===== src/rtl/mem_port_arbiter_if.sv =====
// Requester and memory-side signals of the shared memory port.
// slave is the arbiter's view; master is the pipeline/memory side.
interface mem_port_arbiter_if #(
  parameter int ADDR_W = 16,
  parameter int DATA_W = 16
);
  logic              i_req;
  logic [ADDR_W-1:0] i_addr;
  logic [DATA_W-1:0] i_data;
  logic              i_ready;
  logic              d_req;
  logic              d_we;
  logic [ADDR_W-1:0] d_addr;
  logic [DATA_W-1:0] d_wdata;
  logic [DATA_W-1:0] d_rdata;
  logic              d_ready;
  logic              mem_req;
  logic              mem_we;
  logic [ADDR_W-1:0] mem_addr;
  logic [DATA_W-1:0] mem_wdata;
  logic [DATA_W-1:0] mem_rdata;
  logic              mem_ack;
  logic              timeout_err;

  modport slave (
    input  i_req, i_addr,
    input  d_req, d_we, d_addr, d_wdata,
    input  mem_rdata, mem_ack,
    output i_data, i_ready,
    output d_rdata, d_ready,
    output mem_req, mem_we, mem_addr, mem_wdata,
    output timeout_err
  );

  modport master (
    output i_req, i_addr,
    output d_req, d_we, d_addr, d_wdata,
    output mem_rdata, mem_ack,
    input  i_data, i_ready,
    input  d_rdata, d_ready,
    input  mem_req, mem_we, mem_addr, mem_wdata,
    input  timeout_err
  );
endinterface


===== src/rtl/mem_port_arbiter.sv =====
// Serialises IF fetches and MEM loads/stores onto one memory port.
// D has priority unless I was passed over right after a D access.
module mem_port_arbiter #(
  parameter int ADDR_W  = 16,
  parameter int DATA_W  = 16,
  parameter int TIMEOUT = 255
) (
  input logic               clk,
  input logic               reset,
  mem_port_arbiter_if.slave bus
);
  typedef enum logic [1:0] {
    IDLE,
    BUSY_I,
    BUSY_D
  } state_e;

  localparam logic [7:0] CNT_LAST = 8'(TIMEOUT - 1);

  state_e            state_q, state_d;
  logic [7:0]        cnt_q, cnt_d;
  logic              last_d_q, last_d_d;
  logic              i_wait_q, i_wait_d;
  logic              mem_req_q, mem_req_d;
  logic              mem_we_q, mem_we_d;
  logic [ADDR_W-1:0] mem_addr_q, mem_addr_d;
  logic [DATA_W-1:0] mem_wdata_q, mem_wdata_d;
  logic [DATA_W-1:0] i_data_q, i_data_d;
  logic [DATA_W-1:0] d_rdata_q, d_rdata_d;
  logic              i_rdy_q, i_rdy_d;
  logic              d_rdy_q, d_rdy_d;
  logic              terr_q, terr_d;

  logic              i_act, d_act;
  logic              pick_i, pick_d;
  logic              expired;
  logic [DATA_W-1:0] rsp;

  // a requester in its ready cycle still shows its old req
  assign i_act   = bus.i_req & ~i_rdy_q;
  assign d_act   = bus.d_req & ~d_rdy_q;
  assign pick_i  = i_act & (~d_act | (last_d_q & i_wait_q));
  assign pick_d  = d_act & ~pick_i;
  assign expired = ~bus.mem_ack & (cnt_q == CNT_LAST);
  assign rsp     = bus.mem_ack ? bus.mem_rdata : '0;

  always_comb begin
    state_d     = state_q;
    cnt_d       = cnt_q;
    last_d_d    = last_d_q;
    i_wait_d    = i_wait_q;
    mem_req_d   = mem_req_q;
    mem_we_d    = mem_we_q;
    mem_addr_d  = mem_addr_q;
    mem_wdata_d = mem_wdata_q;
    i_data_d    = i_data_q;
    d_rdata_d   = d_rdata_q;
    i_rdy_d     = 1'b0;
    d_rdy_d     = 1'b0;
    terr_d      = terr_q;
    unique case (state_q)
      IDLE: begin
        unique case (1'b1)
          pick_i: begin
            state_d     = BUSY_I;
            mem_req_d   = 1'b1;
            mem_we_d    = 1'b0;
            mem_addr_d  = bus.i_addr;
            mem_wdata_d = '0;
            i_wait_d    = 1'b0;
          end
          pick_d: begin
            state_d     = BUSY_D;
            mem_req_d   = 1'b1;
            mem_we_d    = bus.d_we;
            mem_addr_d  = bus.d_addr;
            mem_wdata_d = bus.d_wdata;
            if (bus.i_req) i_wait_d = 1'b1;
          end
          default: ;
        endcase
      end
      BUSY_I, BUSY_D: begin
        if (bus.mem_ack || expired) begin
          state_d   = IDLE;
          cnt_d     = '0;
          mem_req_d = 1'b0;
          mem_we_d  = 1'b0;
          last_d_d  = (state_q == BUSY_D);
          terr_d    = terr_q | expired;
          if (state_q == BUSY_D) begin
            d_rdata_d = rsp;
            d_rdy_d   = 1'b1;
          end else begin
            i_data_d = rsp;
            i_rdy_d  = 1'b1;
          end
        end else begin
          cnt_d = cnt_q + 8'd1;
        end
      end
      default: state_d = IDLE;
    endcase
  end

  always_ff @(posedge clk) begin
    if (reset) begin
      state_q     <= IDLE;
      cnt_q       <= '0;
      last_d_q    <= 1'b0;
      i_wait_q    <= 1'b0;
      mem_req_q   <= 1'b0;
      mem_we_q    <= 1'b0;
      mem_addr_q  <= '0;
      mem_wdata_q <= '0;
      i_data_q    <= '0;
      d_rdata_q   <= '0;
      i_rdy_q     <= 1'b0;
      d_rdy_q     <= 1'b0;
      terr_q      <= 1'b0;
    end else begin
      state_q     <= state_d;
      cnt_q       <= cnt_d;
      last_d_q    <= last_d_d;
      i_wait_q    <= i_wait_d;
      mem_req_q   <= mem_req_d;
      mem_we_q    <= mem_we_d;
      mem_addr_q  <= mem_addr_d;
      mem_wdata_q <= mem_wdata_d;
      i_data_q    <= i_data_d;
      d_rdata_q   <= d_rdata_d;
      i_rdy_q     <= i_rdy_d;
      d_rdy_q     <= d_rdy_d;
      terr_q      <= terr_d;
    end
  end

  assign bus.mem_req     = mem_req_q;
  assign bus.mem_we      = mem_we_q;
  assign bus.mem_addr    = mem_addr_q;
  assign bus.mem_wdata   = mem_wdata_q;
  assign bus.i_data      = i_data_q;
  assign bus.d_rdata     = d_rdata_q;
  assign bus.i_ready     = i_rdy_q;
  assign bus.d_ready     = d_rdy_q;
  assign bus.timeout_err = terr_q;
endmodule


===== src/flat_wrapper.sv =====
// flat-port wrapper written by rule: the top's interface ports become plain ports
module mem_port_arbiter_flat 
#(
  parameter int ADDR_W  = 16,
  parameter int DATA_W  = 16,
  parameter int TIMEOUT = 255
)
  (clk, reset, bus_i_req, bus_i_addr, bus_d_req, bus_d_we, bus_d_addr, bus_d_wdata, bus_mem_rdata, bus_mem_ack, bus_i_data, bus_i_ready, bus_d_rdata, bus_d_ready, bus_mem_req, bus_mem_we, bus_mem_addr, bus_mem_wdata, bus_timeout_err);
  mem_port_arbiter_if #(.ADDR_W(ADDR_W), .DATA_W(DATA_W)) bus_i ();
  input logic clk;
  input logic reset;
  input wire logic [$bits(bus_i.i_req)-1:0] bus_i_req;
  input wire logic [$bits(bus_i.i_addr)-1:0] bus_i_addr;
  input wire logic [$bits(bus_i.d_req)-1:0] bus_d_req;
  input wire logic [$bits(bus_i.d_we)-1:0] bus_d_we;
  input wire logic [$bits(bus_i.d_addr)-1:0] bus_d_addr;
  input wire logic [$bits(bus_i.d_wdata)-1:0] bus_d_wdata;
  input wire logic [$bits(bus_i.mem_rdata)-1:0] bus_mem_rdata;
  input wire logic [$bits(bus_i.mem_ack)-1:0] bus_mem_ack;
  output wire logic [$bits(bus_i.i_data)-1:0] bus_i_data;
  output wire logic [$bits(bus_i.i_ready)-1:0] bus_i_ready;
  output wire logic [$bits(bus_i.d_rdata)-1:0] bus_d_rdata;
  output wire logic [$bits(bus_i.d_ready)-1:0] bus_d_ready;
  output wire logic [$bits(bus_i.mem_req)-1:0] bus_mem_req;
  output wire logic [$bits(bus_i.mem_we)-1:0] bus_mem_we;
  output wire logic [$bits(bus_i.mem_addr)-1:0] bus_mem_addr;
  output wire logic [$bits(bus_i.mem_wdata)-1:0] bus_mem_wdata;
  output wire logic [$bits(bus_i.timeout_err)-1:0] bus_timeout_err;
  assign bus_i.i_req = bus_i_req;
  assign bus_i.i_addr = bus_i_addr;
  assign bus_i.d_req = bus_d_req;
  assign bus_i.d_we = bus_d_we;
  assign bus_i.d_addr = bus_d_addr;
  assign bus_i.d_wdata = bus_d_wdata;
  assign bus_i.mem_rdata = bus_mem_rdata;
  assign bus_i.mem_ack = bus_mem_ack;
  assign bus_i_data = bus_i.i_data;
  assign bus_i_ready = bus_i.i_ready;
  assign bus_d_rdata = bus_i.d_rdata;
  assign bus_d_ready = bus_i.d_ready;
  assign bus_mem_req = bus_i.mem_req;
  assign bus_mem_we = bus_i.mem_we;
  assign bus_mem_addr = bus_i.mem_addr;
  assign bus_mem_wdata = bus_i.mem_wdata;
  assign bus_timeout_err = bus_i.timeout_err;
  mem_port_arbiter #(.ADDR_W(ADDR_W), .DATA_W(DATA_W), .TIMEOUT(TIMEOUT)) u_core (.clk(clk), .reset(reset), .bus(bus_i));
endmodule

===== config.mk =====
export PLATFORM = sky130hd
export DESIGN_NAME = mem_port_arbiter_flat
export DESIGN_NICKNAME = d
export VERILOG_FILES = /design/src/rtl/mem_port_arbiter_if.sv /design/src/rtl/mem_port_arbiter.sv /design/src/flat_wrapper.sv
export SDC_FILE = /design/constraint.sdc
export NUM_CORES = 1
export LEC_CHECK = 0
export CORE_ASPECT_RATIO = 0.6
export CORE_MARGIN = 10
export CORE_UTILIZATION = 38
export DETAILED_ROUTE_END_ITERATION = 10
export GPL_TIMING_DRIVEN = 0
export PLACE_DENSITY = 0.76
export SYNTH_ARGS = -nofsm -noshare
export SYNTH_HDL_FRONTEND = slang
export SYNTH_SLANG_ARGS = --single-unit

===== constraint.sdc =====
create_clock -name clk -period 1.5 [get_ports clk]
set_input_delay 0.3 -clock clk [delete_from_list [all_inputs] [get_ports clk]]
set_output_delay 0.3 -clock clk [all_outputs]
set_load 0.02 [all_outputs]

==> reports/metrics.cfg, run 1 <==
[global_route]
antenna_found_initial=0
grt_overflow=0
grt_start_max_net_pins=14
grt_usage_pct=17.7
grt_pass1_vias=3286
grt_pass1_wl_um=18100

[sta]
setup_viol=4
final.period_utilization_pct=101
timing.fmax_mhz=660
rsz0062_at_grt=true
fin_tns_setup_ps=-29.9
max_slew_margin_pct=66.1
slew_viol_final=0
fin_crit_ps=1520
worst_slew_pin_slew_ps=509
finClkSkew_ps=5.85
setup_slack_ps=-15.6
hold_viol=0

[layout]
seqCellArea_sq_um=1630
multiInputGateArea_sq_um=1690
antenna_cells=0
finalCoreUtilization_pct=68.2
layout-drive-gt1-share_pct=23.2
n_fill_cell=668
area_growth_pct=71.6
final_nets=580

[run_status]
status=finished with violations
violations=negative setup slack

[clock_network]
path_clk_slew_ps=60
cts_tree=done
htreeDepth=3
cts_hold_buf=0
cts_root_buf=clkbuf_16
clk_latency_ps=340
cts_sinks=81
cts_buffers=9
max-clock-path-buffers=2

[synthesis]
ys_async_sr_fraction_pct=0
synth_cell_types=44
synthSimpleGateAreaFrac_pct=14.4
synthFlopType=dfxtp_1
ys_top_cells_by_area=dfxtp_1 51%, o2bb2ai_1 8.0%, nand2_1 6.5%
synth_top_area_share_pct=51.0
synth_edf_count=0
synth_mux_area_share_pct=0.629
avgSynthCellArea_sq_um=9.61
ys_ff_latch=81
ys_top_cells_by_count=81 x dfxtp_1, 55 x nand2_1, 29 x nor2_1, 29 x o2bb2ai_1, 20 x o21ai_0
synth_compound_area_share_pct=26.2
synth-adder-area-share_pct=2.36
synth_top_family_by_area=compound AO/OA/AOI/OAI gates
syn_nets=407
synth_xor_area_share_pct=1.65
yosysTopAreaCell=dfxtp_1
yosys_warnings=0
synthCells=331
ys_seq_area_share_pct=51.0
syn_area_sq_um=3180
synth.most_common_cell=dfxtp_1

[routing]
drt_iter0_markers=154
routedWlPerCell_um=19.2
vias=3251
drc=0
via_per_inst=5.27
first_pass_iters=4
drt-total-wl_um=11800
ant_nets=0

[place]
port_buffers=137
gp_congestion=0.816
dp_hpwl_um=8130

[die]
start_util_pct=39.7
die_x_um=138
dieHeight_um=90.9
die_area_sq_um=12600
io-pin-count=139
core_sq_um=8010
row_count=25

[setup_path]
cp.required_ps=1760
critPathCaptureType=flip-flop
cp-start-kind=flip-flop
path_max_fanout=5
r2r_slack_ps=-20
worstSetupPathType=reg2reg
arrival_ps=1780

[power]
switching_share_pct=29.0
ir_drop_v=0.000764
power-per-cell-area_nw_per_um2=1120
pwr-share-clk_pct=35.9
p_seq_share_pct=39.7
switchingPower_mw=1.77
p_comb_share_pct=24.4
p_leak_nw=2.37
p_int_mw=4.34

[flow_run]
maxCapViolations=0

[min_path]
hold_path.class=reg2reg

## cell type report
cell class,instances,share of cell area [%]
multi-input cells,224,31.0
plain buffers,18,2.50
well taps,108,2.47
repair buffers,163,28.0
inverters,7,0.642
flip-flops and latches,81,29.9
clock buffers,11,4.45
clock inverters,5,1.01
## metrics by stage
step / cells / worst slack (ps) / cell area [sq um] / total power [mW] / hold WS, ps
after global placement: 576 / -503 / 4700 / 3.73 / 443
after CTS: 609 / -28.3 / 5280 / 6.02 / 464
after floorplan: 331 / -14.1 / 3200 / 3.11 / 448
after global routing: 617 / -64.6 / 5460 / 6.35 / 471
final: 617 / -15.6 / 5460 / 6.11 / 467
after detailed placement: 576 / -605 / 4700 / 3.77 / 446
## metal layers
metal  vias to the layer above  share of wire, %  track usage [%]
met5                         -                 0                0
met4                         0               1.6             4.72
met3                        18               8.7             7.98
met2                       131                46             27.7
met1                      1555                43             21.5
li1                       1547                 -                -
## worst max-delay path: stages (launching register included)
cell and delay, ps:
dfxtp_2 330, inv_2 50, ha_4 140, and3_4 190
a21o_4 230, a21oi_4 210, buf_6 170, o2bb2ai_2 110
## final timing paths
check                             start                    end  depth (start not counted)
hold reg to reg   u_core.bus.d_rdata[0]  u_core.bus.d_rdata[0]                          1
hold / removal    u_core.bus.d_rdata[0]  u_core.bus.d_rdata[0]                          1
setup / recovery        u_core.cnt_q[0]   u_core.bus.i_data[6]                          7
setup reg to reg        u_core.cnt_q[0]   u_core.bus.i_data[6]                          7
## sequential cells by signal, indices dropped and copies added, names as in the netlist, 2 cells and up
signal and count:
u_core.bus.d_rdata 16, u_core.state_q 2, u_core.bus.mem_wdata 16, u_core.cnt_q 8, u_core.bus.i_data 16, u_core.bus.mem_addr 16
## cells in the final DEF, fill, tap and decap left out, types with 3 or more instances in the layout
cell | Yosys | layout
dfxtp_1 | 81 | 75
dlygate4sd2_1 | 0 | 70
clkdlybuf4s50_1 | 0 | 65
nand2_1 | 55 | 53
nor2_1 | 29 | 29
o2bb2ai_2 | 0 | 23
buf_4 | 1 | 21
o21ai_0 | 20 | 18
a22oi_1 | 17 | 17
a31oi_1 | 16 | 16
clkbuf_16 | 0 | 10
buf_6 | 2 | 9
clkbuf_2 | 0 | 6
a21oi_1 | 6 | 6
o2bb2ai_1 | 29 | 5
dfxtp_2 | 0 | 4
a21oi_4 | 2 | 3
o21ai_4 | 1 | 3
buf_2 | 4 | 3
clkbuf_8 | 0 | 3
clkinvlp_4 | 0 | 3
o21ai_1 | 2 | 3
nand4_1 | 3 | 3
xnor2_1 | 3 | 3
nand3_1 | 3 | 3
xor2_1 | 3 | 3
a32o_1 | 3 | 3
## power groups by stage
stage	clock network (mW)	registers, mW	logic [mW]
floorplan	0	2.63	0.481
global placement	0	2.45	1.28
detailed placement	0	2.46	1.31
CTS	2.22	2.41	1.39
global route	2.32	2.44	1.60
finish	2.20	2.42	1.49
## cell families after synthesis
| family | after synthesis |
|---|---|
| compound gates | 107 |
| xor+xnor | 6 |
| flops | 81 |
| buf+inv | 26 |
| simple gates | 103 |
| mux | 2 |
| fa+ha+maj | 6 |
## what timing repair did
action / in CTS / in global routing
buffers inserted: 15 / 8
endpoints found under the hold margin: 0 / 0
setup endpoints to repair: 144 / 64
pin swaps: 6 / 10
resized for setup: 134 / 25
gates cloned: 2 / 1
No activity file was read; power rests on OpenSTA's default activity.
==> run 2, diff against run 1 <==
- RECOVER_POWER: default -> 25
==> run 2 against run 1 <==
Compared with the run above:
- the run still ends with negative setup slack left
- worst hold slack barely moved
- critical endpoint unchanged
- die area unchanged
- non-clock buffer count did not move
- largest power group unchanged
- count of clock-buffer cells in the layout unchanged
- fmax down 0.18%
==> reports/metrics.cfg, run 2 (synthesis results as in run 1) <==
[die]
core_sq_um=8010  ; unchanged
row_count=25  ; unchanged
io-pin-count=139  ; unchanged
start_util_pct=39.7  ; unchanged
dieHeight_um=90.9  ; unchanged
die_x_um=138  ; unchanged
die_area_sq_um=12600  ; unchanged

[place]
gp_congestion=0.816  ; unchanged
dp_hpwl_um=8130  ; unchanged
port_buffers=137  ; unchanged

[global_route]
antenna_found_initial=0  ; unchanged
grt_pass1_vias=3286  ; unchanged
grt_start_max_net_pins=14  ; unchanged
grt_pass1_wl_um=18100  ; unchanged
grt_overflow=0  ; unchanged
grt_usage_pct=17.7  ; unchanged

[sta]
setup_slack_ps=-18.3  ; -2.68 ps
max_slew_margin_pct=65.8  ; -0.34 points
setup_viol=5  ; +1
fin_crit_ps=1520  ; +2.68 ps
slew_viol_final=0  ; unchanged
worst_slew_pin_slew_ps=514  ; +5.05 ps
hold_viol=0  ; unchanged
rsz0062_at_grt=true
timing.fmax_mhz=659  ; -0.18%
final.period_utilization_pct=101  ; +0.18 points
hold_ws_ps=467  ; -0.0530 ps
finClkSkew_ps=5.76  ; -0.0875 ps

[layout]
mostFrequentLayoutCell=dfxtp_1
layout_common_cells=75 x dfxtp_1, 70 x dlygate4sd2_1, 65 x clkdlybuf4s50_1, 53 x nand2_1, 29 x nor2_1
area_growth_pct=71.2
final_nets=580  ; unchanged
layout-drive-gt1-share_pct=23.2  ; unchanged
antenna_cells=0  ; unchanged

[routing]
ant_nets=0  ; unchanged
drt-total-wl_um=11800  ; -0.45%
first_pass_iters=4  ; unchanged
drc=0  ; unchanged
drt_iter0_markers=176  ; +14%
routedWlPerCell_um=19.1  ; -0.45%
vias=3225  ; -0.80%
via_per_inst=5.23  ; -0.80%

[power]
power-per-cell-area_nw_per_um2=1120  ; about the same
ir_drop_v=0.000763  ; -0.17%
p_comb_share_pct=24.3  ; about the same
switchingPower_mw=1.76  ; -0.71%
switching_share_pct=28.8  ; -0.13 points
pwr-share-clk_pct=35.9  ; about the same
p_leak_nw=2.37  ; -0.25%
p_int_mw=4.34  ; -0.10%
total_power_mw=6.10  ; -0.28%
p_seq_share_pct=39.7  ; about the same

[run_status]
violations=negative setup slack
status=finished with violations

[clock_network]
clk_latency_ps=340  ; about the same
cts_tree=done
cts_buffers=9  ; unchanged
max-clock-path-buffers=2  ; unchanged
htreeDepth=3  ; unchanged
cts_hold_buf=0  ; unchanged
path_clk_slew_ps=60  ; about the same
cts_sinks=81  ; unchanged
cts_root_buf=clkbuf_16

[setup_path]
cp-start-kind=flip-flop
worstSetupPathType=reg2reg
r2r_slack_ps=-20  ; about the same
reg2reg_depth=7  ; unchanged
cp_num_buf_inv=2  ; unchanged
worstPathCellList=inv_2 > ha_4 > and3_4 > a21o_4 > a21oi_4 > buf_6 > o2bb2ai_2
cp_top_family=compound AO/OA/AOI/OAI gates
path_max_fanout=5  ; unchanged
crit_slowest_cell=dfxtp_2
cp_num_cells=7  ; unchanged
arrival_ps=1780  ; about the same
cp_slowest_stage_delay_ps=330  ; about the same
cp.required_ps=1760  ; about the same
critPathCaptureType=flip-flop

[min_path]
holdPathStages=1  ; unchanged
hold_path.class=reg2reg

[flow_run]
maxCapViolations=0  ; unchanged

## run 2: cell counts in the layout (fill, tap and decap cells not counted)
Identical to the previous run, type by type.
## run 2: path summary, 6_finish.rpt
check,from,endpoint
max,u_core.cnt_q[0],u_core.bus.i_data[6]
min,u_core.bus.d_rdata[0],u_core.bus.d_rdata[0]
max reg2reg,u_core.cnt_q[0],u_core.bus.i_data[6]
min reg2reg,u_core.bus.d_rdata[0],u_core.bus.d_rdata[0]
## run 2: routing by layer
metal,wire length (um),global-route usage [%],share of wire (%)
met4,164,4.72,1.4
met3,983,7.98,8.3
met5,0,0,0
met1,5150,21.5,44
met2,5480,27.7,47
## run 2: repair_timing
| action | CTS | global route |
|---|---|---|
| endpoints found under the setup margin | 144 | 64 |
| pin swaps | 6 | 10 |
| setup buffers | 15 | 8 |
| cloned | 2 | 1 |
| resized for setup | 134 | 25 |
## run 2: final cells by class
class                      count  area, sq um
timing repair buffer         163         1530
multi-input combinational    224         1680
fill                         670         2560
clock buffer                  11          243
buffer                        18          136
sequential                    81         1630
clock inverter                 5         55.1
inverter                       7         35.0
tap                          108          135
## run 2: power by group through the flow
| stage | Sequential, mW | Clock [mW] | Combinational, mW |
|---|---|---|---|
| global route | 2.44 | 2.32 | 1.59 |
| global placement | 2.45 | 0 | 1.28 |
| CTS | 2.41 | 2.22 | 1.39 |
| finish | 2.42 | 2.19 | 1.48 |
| detailed placement | 2.46 | 0 | 1.31 |
| floorplan | 2.63 | 0 | 0.481 |
## run 2: through the flow
step | setup WS [ps] | cell area (sq um) | util [%] | cells | setup TNS, ps
after floorplan | -14.1 | 3200 | - | 331 | -14.1
after global placement | -503 | 4700 | 58.7 | 576 | -29430
after detailed placement | -605 | 4700 | 58.7 | 576 | -32680
after CTS | -28.3 | 5280 | 65.9 | 609 | -359
after global routing | -64.6 | 5450 | 68.0 | 617 | -1770
final | -18.3 | 5450 | 68.0 | 617 | -48.8
==> run 3, diff against run 2 <==
- CORE_ASPECT_RATIO: 0.6 -> 1.4
==> run 3 against run 2 <==
Compared with the run above:
- flip-flop and latch count did not move
- via count fell by 1.9%
- the run still ends with negative setup slack left
- register-to-register slack got worse by 20 ps
- utilization fell by 1.8 points
- critical path type unchanged
- worst hold slack got worse by 7.9 ps
- die area fell by 0.54%
- global-route usage fell by 0.99 points
- count of clock-buffer cells in the layout rose by 1
- clock power barely moved
- setup slack got worse by 24 ps
- critical path depth fell by 2
==> reports/metrics.cfg, run 3 (synthesis results as in run 1) <==
[die]
core_sq_um=8150  ; +1.8%
io-pin-count=139  ; unchanged
start_util_pct=39.0  ; -0.69 points
die_area_sq_um=12500  ; -0.54%
row_count=39  ; +56%
die_x_um=97.3  ; -30%
dieHeight_um=128  ; +41%

[clock_network]
cts_tree=done
cts_sinks=81  ; unchanged
path_clk_slew_ps=60  ; about the same
cts_buffers=9  ; unchanged
cts_hold_buf=0  ; unchanged
max-clock-path-buffers=2  ; unchanged
htreeDepth=3  ; unchanged
clk_latency_ps=330  ; about the same
cts_root_buf=clkbuf_16

[layout]
mostFrequentLayoutCell=dfxtp_1
layout-drive-gt1-share_pct=22.6  ; -0.61 points
layout_common_cells=77 x dfxtp_1, 70 x dlygate4sd2_1, 66 x clkdlybuf4s50_1, 55 x nand2_1, 29 x nor2_1
antenna_cells=0  ; unchanged
final_nets=577  ; -0.52%
seqCellArea_sq_um=1630  ; -0.46%
finalCoreUtilization_pct=66.2  ; -1.8 points
final-instance-count-excl-fill=607  ; -1.6%
area_growth_pct=69.6
multiInputGateArea_sq_um=1690  ; +0.52%
n_fill_cell=644  ; -3.9%

[routing]
drt_iter0_markers=198  ; +13%
first_pass_iters=5  ; +1
drc=0  ; unchanged
vias=3164  ; -1.9%
wl_met1_um=4520  ; -12%
top_layer=met4
via_per_inst=5.21  ; -0.28%
drt-total-wl_um=11300  ; -4.1%
wl_met2_um=5740  ; +4.6%
ant_nets=0  ; unchanged
routedWlPerCell_um=18.6  ; -2.5%
met3_length_um=928  ; -5.6%

[sta]
slew_viol_final=0  ; unchanged
setup_viol=14  ; +9
rsz0062_at_grt=true
final.period_utilization_pct=103  ; +1.6 points
fin_crit_ps=1540  ; +23.8 ps
max_slew_margin_pct=66.3  ; +0.52 points
timing.fmax_mhz=648  ; -1.5%
worst_slew_pin_slew_ps=506  ; -7.87 ps
setup_slack_ps=-42.1  ; -23.8 ps
hold_viol=0  ; unchanged
finClkSkew_ps=6.57  ; +0.810 ps

[setup_path]
r2r_end=u_core.bus.d_rdata[11]
reg2reg_depth=5  ; -2
reg2reg_from=u_core.state_q[0]
arrival_ps=1790  ; about the same
critPathCaptureType=flip-flop
path_max_fanout=10  ; +5
cp.required_ps=1750  ; about the same
worstSetupPathType=reg2reg
cp-start-kind=flip-flop
r2r_slack_ps=-40  ; -20 ps

[power]
p_leak_nw=2.35  ; -0.81%
power-per-cell-area_nw_per_um2=1130  ; +0.76%
ir_drop_v=0.000769  ; +0.74%

[min_path]
worstHoldStart=u_core.bus.d_rdata[14]
hold_path.class=reg2reg
holdPathStages=1  ; unchanged
hold_path_end=u_core.bus.d_rdata[14]

[global_route]
grt_pass1_wl_um=17100  ; -5.6%
antenna_found_initial=0  ; unchanged
grt_overflow=0  ; unchanged
grt_usage_pct=16.7  ; -0.99 points
grt_pass1_vias=3264  ; -0.67%
grt_start_max_net_pins=13  ; -1

[place]
place_inst=570  ; -1.0%
port_buffers=137  ; unchanged
gp_congestion=0.820  ; +0.47%
dp_hpwl_um=7790  ; -4.2%

[run_status]
violations=negative setup slack
status=finished with violations

[flow_run]
maxCapViolations=0  ; unchanged

==> run 3: power breakdown <==
part	total, mW	switching (mW)	internal [mW]
sequential	2.41	0.0937	2.32
clock	2.19	0.823	1.37
combinational	1.49	0.793	0.692
total	6.09	1.71	4.38
==> run 3: critical path, stage by stage (launching register included) <==
cell,delay (ps)
dfxtp_2,310
inv_1,110
ha_2,300
nand2_1,230
clkbuf_4,310
o2bb2ai_1,190
==> run 3: per-stage QoR <==
step / setup TNS, ps / instance area, sq um / worst slack (ps) / hold WS (ps) / total power [mW]
finish: -194 / 5400 / -42.1 / 459 / 6.09
global route: -2560 / 5400 / -85.7 / 482 / 6.36
CTS: -331 / 5230 / -35.6 / 460 / 6.01
detailed placement: -27590 / 4700 / -508 / 446 / 3.75
global placement: -25480 / 4700 / -489 / 441 / 3.73
floorplan: -14.1 / 3200 / -14.1 / 448 / 3.11
==> run 3: metal layers <==
layer | up-vias | track usage (%)
met5 | - | 0
met1 | 1504 | 18.5
met4 | 0 | 5.23
met3 | 8 | 7.34
li1 | 1530 | -
met2 | 122 | 28.2
==> run 3: worst max-delay path by stage <==
| stage | start | cells past startpoint | slack (ps) | endpoint |
|---|---|---|---|---|
| after floorplan | u_core.state_q[1] | 5 | -10 | u_core.bus.mem_we |
| after global placement | bus_i_req | 6 | -490 | u_core.bus.mem_addr[13] |
| after detailed placement | bus_i_req | 6 | -510 | u_core.bus.mem_addr[13] |
| after CTS | u_core.cnt_q[0] | 7 | -40 | u_core.bus.i_data[1] |
| after global routing | u_core.state_q[0] | 5 | -90 | u_core.bus.d_rdata[11] |
| final | u_core.state_q[0] | 5 | -40 | u_core.bus.d_rdata[11] |
==> run 3: final cells by class <==
cell class	count	share of cell area (%)
multi-input combinational	224	31.3
tap	102	2.36
buffer	18	2.53
inverter	7	0.556
clock buffer	12	4.75
timing repair buffer	160	27.6
clock inverter	3	0.742
sequential	81	30.1
==> run 3: timing repair <==
action                                  CTS  global route
endpoints found under the setup margin  145            78
resized for setup                       125            29
cloned                                    2             0
buffers inserted                         13             8
pin swaps                                 9             8
